===== src/rtl/gray_counter.sv =====
// Up/down counter presenting its count as registered Gray code, with load,
// wrap and step strobes for downstream capture logic.
module gray_counter #(
   parameter int W = 4
) (
   input  logic         clk,
   input  logic         rst,
   input  logic         en,
   input  logic         dir,
   input  logic         ld,
   input  logic [W-1:0] ld_g,
   output logic [W-1:0] g,
   output logic         wrap,
   output logic         step
);

   localparam logic [W-1:0] ONE = {{(W-1){1'b0}}, 1'b1};

   logic [W-1:0] cnt;
   logic [W-1:0] ld_bin;
   logic [W-1:0] next_cnt;
   logic         wrap_hit;

   // Gray-to-binary of the load value: each binary bit is the XOR of all
   // Gray bits at or above it, built MSB-first.
   always_comb begin
      ld_bin        = '0;
      ld_bin[W-1]   = ld_g[W-1];
      for (int unsigned k = 1; k < W; k++) begin
         ld_bin[W-1-k] = ld_bin[W-k] ^ ld_g[W-1-k];
      end
   end

   always_comb begin
      next_cnt = dir ? (cnt + ONE) : (cnt - ONE);
      wrap_hit = dir ? (cnt == '1) : (cnt == '0);
   end

   always_ff @(posedge clk) begin
      if (rst) begin
         cnt  <= '0;
         g    <= '0;
         wrap <= 1'b0;
         step <= 1'b0;
      end else if (ld) begin
         cnt  <= ld_bin;
         g    <= ld_g;
         wrap <= 1'b0;
         step <= 1'b1;
      end else if (en) begin
         cnt  <= next_cnt;
         g    <= next_cnt ^ (next_cnt >> 1);
         wrap <= wrap_hit;
         step <= 1'b1;
      end else begin
         wrap <= 1'b0;
         step <= 1'b0;
      end
   end

endmodule


===== config.mk =====
export PLATFORM = sky130hd
export DESIGN_NAME = gray_counter
export DESIGN_NICKNAME = d
export VERILOG_FILES = /design/src/rtl/gray_counter.sv
export SDC_FILE = /design/constraint.sdc
export NUM_CORES = 1
export LEC_CHECK = 0
export CAP_MARGIN = 10
export CORE_MARGIN = 4
export CORE_UTILIZATION = 35
export CTS_CLUSTER_DIAMETER = 120
export DETAILED_ROUTE_END_ITERATION = 10
export PLACE_DENSITY_LB_ADDON = 0.08
export RECOVER_POWER = 50
export REMOVE_ABC_BUFFERS = 1
export SLEW_MARGIN = 40
export SYNTH_ARGS = -nofsm -noshare
export SYNTH_HDL_FRONTEND = slang
export SYNTH_SLANG_ARGS = --single-unit

===== constraint.sdc =====
create_clock -name clk -period 2.2 [get_ports clk]
set_input_delay 0.22 -clock clk [delete_from_list [all_inputs] [get_ports clk]]
set_output_delay 0.22 -clock clk [all_outputs]
set_load 0.01 [all_outputs]

==> summary.txt <==
WP data required: 2360 ps
Remaining Overflow, GRT: 0
IO Port Bufs: 14
worst reg-to-reg path cell count: 5
Resized Gates After CTS: 0
final-report max-slew violation count: 0
average size of a mapped cell: 8.93 sq um
largest fanout on the critical path: 4
FMAX: 536 MHz
Yosys reg bits: 9
clock sink count: 9
Post-Syn Instances: 64
status: complete, no violations
library cells used by synthesis: 27
Worst R2R End: g[0]
CTS tree: yes
CP startpoint: dir
Layout fillers: 139
Rel. slew slack: 72.6%
sequential share of the synthesized area: 31.5%
top cells by count, synth: 9 x dfxtp_1, 8 x nor2_1, 6 x a21oi_1
core area: 1520 sq um
Crit Path Category: in -> reg
Routed Antenna Nets: 0
most frequent cell after synthesis: dfxtp_1
WL/cell: 12.0 um
Clock Skews: 4.40 ps
CTS H-Tree Depth: 1
Top FF cell, synth: dfxtp_1
clock slew at reported path FFs: 60 ps
Synth area leader: dfxtp_1
DR iter-0 viols: 4
number of synthesized flops with an enable pin: 0
CP Data Arrival Time: 2030 ps
Synth top area share: 31.5%
vias post-DR: 496
setup ws final: 336 ps
CP startpoint kind: primary input
Critical R2R Launch: cnt[0]
GRT Total Usage: 10.5%
worst vdd ir: 0.372 mV
area of the die: 2340 sq um
DP Worst Slack: 89.2 ps
number of hold buffers added after cts: 0
Final min period: 1860 ps
row cnt: 14
Hold Crit Class: reg -> reg
ratio of cells with drive above 1 in the final layout: 12.3%
Final TNS setup: 0 ps
Worst setup EP type: register
Final setup viols: 0
fin crit share: 84.7%
Die Width: 48.4 um
critical path capture point: g[1]
largest net degree at the start of global routing: 12
Yosys warnings: 0
initial antenna violation count: 0
first-pass GRT wire length: 1940 um
asr flop ratio synth: 0%
Initial Utilization: 37.5%
root buffer selected by CTS: clkbuf_4
clock latency on the worst-skew pair: 260 ps
Leak Pwr: 0.331 nW
dominant cells by area after synthesis: dfxtp_1 32%, xnor2_1 7.7%, a21oi_1 5.3%
I/O pins: 15
vias in the first global route: 459
Synth-to-Final Area Change: 32.8%
Inserted Clock Buffers: 3
Final Hold Violating Endpoints: 0
RSZ-0062 raised after global routing: false
drt total wl: 1170 um
Pwr Density: 669 nW/um^2
maxcap violations: 0
postcts setup bufs: 0
nets@finish: 94
drt pass-1 iters: 4
ANT cells: 0
detailed-route DRC error count: 0
flop-to-flop setup slack: 480 ps
clock tree buffer depth: 2
Worst Tran Pin Value: 410 ps
mapped cell area: 572 sq um
Die Span Y: 48.4 um
RD Place Congestion: 0.693
Via density: 5.11
-- through the flow --
step           utilization (%)  hold slack [ps]  total power [mW]  cells  instance area, sq um
2_1_floorplan                -              285             0.314     60                   551
3_3_place_gp              48.1              521             0.387     93                   733
3_5_place_dp              48.1              513             0.384     93                   733
4_1_cts                   49.8              523             0.519     97                   759
5_1_grt                   49.8              542             0.544     97                   759
6_report                  49.8              517             0.508     97                   759
-- cells by family after synthesis --
logic type | after synthesis | share of synthesized area [%]
XOR/XNOR | 9 | 16.2
buffers and inverters | 7 | 5.69
AND/OR/NAND/NOR | 20 | 17.5
multiplexers | 2 | 3.72
AO/OA/AOI/OAI | 14 | 17.5
flip-flops | 9 | 31.5
adder cells (fa/ha/maj) | 3 | 7.88
-- layer usage --
| layer | vias up | GRT usage (%) | wire length (um) |
|---|---|---|---|
| li1 | 255 | - | - |
| met1 | 227 | 13.9 | 585 |
| met2 | 11 | 14.8 | 523 |
| met3 | 3 | 3.68 | 46 |
| met4 | 0 | 5.53 | 11 |
| met5 | - | 0 | 0 |
-- cell usage in the layout, fill, tap and decap left out, types with 5 or more instances in the layout --
cell	instances
a21oi_1	6
dlygate4sd3_1	7
nor2_1	8
clkdlybuf4s50_1	7
xnor2_1	5
dfxtp_1	9
-- state kept, by name (all words and copies together) (netlist names) --
| name | cells |
|---|---|
| g | 4 |
| cnt | 3 |
| step | 1 |
| wrap | 1 |
-- how the worst min path moves through the flow --
stage,from,to,slack [ps],cells after the start
after floorplan,rst,cnt[0],280,1
after global placement,cnt[2],wrap,520,2
after detailed placement,cnt[2],wrap,510,2
after CTS,cnt[2],wrap,520,2
after global routing,cnt[2],wrap,540,2
final,cnt[2],wrap,520,2
-- critical path, stage by stage --
cell and delay [ps]:
clkdlybuf4s50_1 480, inv_1 100, fa_1 440, xnor2_1 220, buf_4 150, xnor2_1 100, nand2_1 70, a221oi_1 250
-- report_power, final --
group          internal (mW)  switching (mW)
Combinational          0.107          0.0763
Sequential             0.179          0.0148
Clock                 0.0700          0.0608
Total                  0.357           0.152
-- layout make-up --
class                      count  area [sq um]  share of cell area [%]
clock buffer                   4          26.3                    3.46
sequential                     9           180                    23.7
timing repair buffer          17           163                    21.4
tap                           16          20.0                    2.64
multi-input combinational     48           359                    47.3
inverter                       3          11.3                    1.48
Power figures use the tool's default switching activity.
==> variant: new RTL, same settings <==
Set the parameter `W` to 6 (it was 4).
--- a/src/rtl/gray_counter.sv
+++ b/src/rtl/gray_counter.sv
@@ -2,5 +2,5 @@
 // wrap and step strobes for downstream capture logic.
 module gray_counter #(
-   parameter int W = 4
+   parameter int W = 6
 ) (
    input  logic         clk,
Interface: changed (resized g and ld_g); port bits go from 15 to 19. The function was not compared with the original's and may differ.
==> variant against the original RTL <==
  * First-iteration DRC count rose to 6.0 times the old value
  * Synthesized area up 71%
  * Sequential cell count up 4
  * Routed wire length up 90%
  * Fmax down 8.8%
  * Total power up 53%
  * Setup slack worse by 180 ps
  * Final area up 64%
  * Largest power group is now combinational logic
==> variant: results (changes against the original RTL) <==
Worst hold path
The worst hold path begins at g[2]. The end of the worst hold path is g[2].

Place
The number of buffers added on ports is 18 (+4). The post-placement worst setup slack is -156 ps (-245 ps). The total instance count after detailed placement is 168 (+81%). The routability congestion estimate from global placement was 0.775 (+12%). The post-placement cell area is 1230 µm² (+68%).

Clock network
The clock insertion delay at the later pin of the skew report is 280 ps (+20 ps). The register clock-pin slew on the reported worst setup and hold paths is 90 ps (+30 ps).

Power
The share of total power consumed by net switching came to 34.0% (+4.2 points). The leakage power came to 0.534 nW (+62%). The largest voltage drop on the vdd net is 0.280 mV (-25%). The power density over cell area came to 623 nW/µm² (-6.9%).

Timing
The worst clock skew on the final layout is 5.43 ps (+1.04 ps). The slew at the pin closest to its max-slew limit came to 927 ps (+517 ps). The hold slack is 550 ps (+33.0 ps).

Logic synthesis
The sequential area share after synthesis is 26.6% (-4.9 points). The adder and majority gate portion of the synthesized area is 7.17% (-0.71 points). The mean instance size in the synthesized netlist is 8.65 µm² (-3.2%).

By count the netlist is led by a21oi_1, dfxtp_1, nor2_1. The number of library cell types mapped by synthesis is 38 (+41%). By area the synthesized netlist is led by dfxtp_1, a21oi_1, xnor2_1. The compound-gate portion of the synthesized area is 21.5% (+4.0 points). The proportion of synthesized area in mux cells is 3.20% (-0.52 points).

The post-synthesis xor/xnor area fraction was 13.8% (-2.4 points).

Layout
The fill cell instance count of the final layout is 272 (+96%). The fraction of final layout cells with drive strength greater than 1 is 14.8% (+2.4 points). The largest registers in the layout are g (6), cnt (5). The number of nets in the final layout is 159 (+69%).

Setup path
The number of cells traversed by the worst register-to-register path is 7 (+2). The worst register-to-register path ends at g[4]. The worst-case register-to-register setup slack is 270 ps (-210 ps). The worst register-to-register path begins at cnt[1].

The largest stage delay on the critical path came to 440 ps (-40 ps).

Global routing
The global routing usage summed across all routing layers is 13.9% (+3.4 points). The number of global-route vias before repair was 916 (+100%). The global-route wire length before repair is 3.87 mm (+100%).

Status
The run finished with clean final reports.

Route
The length of routed met2 wiring is 1.04 mm (+98%). The routed wire length is 2.22 mm (+90%). The amount of wire on met3 after detailed routing was 94 µm (+100%). The wire length on met1 is 1.03 mm (+76%).

The via density per instance came to 5.23 (+2.3%). The routed wire length per instance was 12.9 µm (+7.2%). The initial detailed-routing violation count came to 24 (+20).
-- variant: routing by layer --
| metal | vias to the layer above | GRT usage [%] |
|---|---|---|
| met5 | - | 0 |
| li1 | 460 | - |
| met2 | 17 | 22.9 |
| met1 | 417 | 17.8 |
| met3 | 6 | 1.91 |
| met4 | 0 | 6.81 |
-- variant: cell families after synthesis --
logic type / count (synthesis)
buffers and inverters: 13
AND/OR/NAND/NOR: 36
multiplexers: 3
flip-flops: 13
XOR/XNOR: 12
adder cells (fa/ha/maj): 5
AO/OA/AOI/OAI: 31
-- variant: area by class of cell --
class | instances | share of cell area [%]
inverter | 8 | 2.41
clock buffer | 4 | 2.11
tap | 30 | 3.01
multi-input combinational | 87 | 50.6
sequential | 13 | 20.9
timing repair buffer | 30 | 21.1
-- variant: worst max-delay path by stage --
stage | startpoint | to | slack [ps] | depth (start not counted)
after floorplan | cnt[0] | g[4] | 300 | 7
after global placement | dir | g[4] | -100 | 8
after detailed placement | dir | g[4] | -160 | 8
after CTS | dir | g[4] | 130 | 8
after global routing | dir | g[4] | 20 | 8
final | dir | g[4] | 160 | 8
-- variant: per-stage QoR --
step / TNS (ps) / total power, mW
after CTS: 0 / 0.802
after floorplan: 0 / 0.505
after global placement: -260 / 0.639
after detailed placement: -527 / 0.642
final: 0 / 0.777
after global routing: 0 / 0.842
-- variant: power by group through the flow --
| stage | Sequential (mW) | Clock [mW] | Combinational [mW] |
|---|---|---|---|
| after floorplan | 0.291 | 0 | 0.213 |
| after global placement | 0.287 | 0 | 0.352 |
| after detailed placement | 0.287 | 0 | 0.354 |
| after CTS | 0.282 | 0.163 | 0.357 |
| after global routing | 0.286 | 0.173 | 0.383 |
| final | 0.281 | 0.153 | 0.344 |
-- variant: worst register-to-register path, delay by kind of cell, from the launching register on --
family | cells | cell delay [ps]
DFF | 1 | 410
xor gates and xnor gates | 1 | 110
AOI/OAI and AO/OA | 2 | 320
buffers and inverters | 1 | 70
adders and majority gates | 1 | 380
and+or+nand+nor | 2 | 560
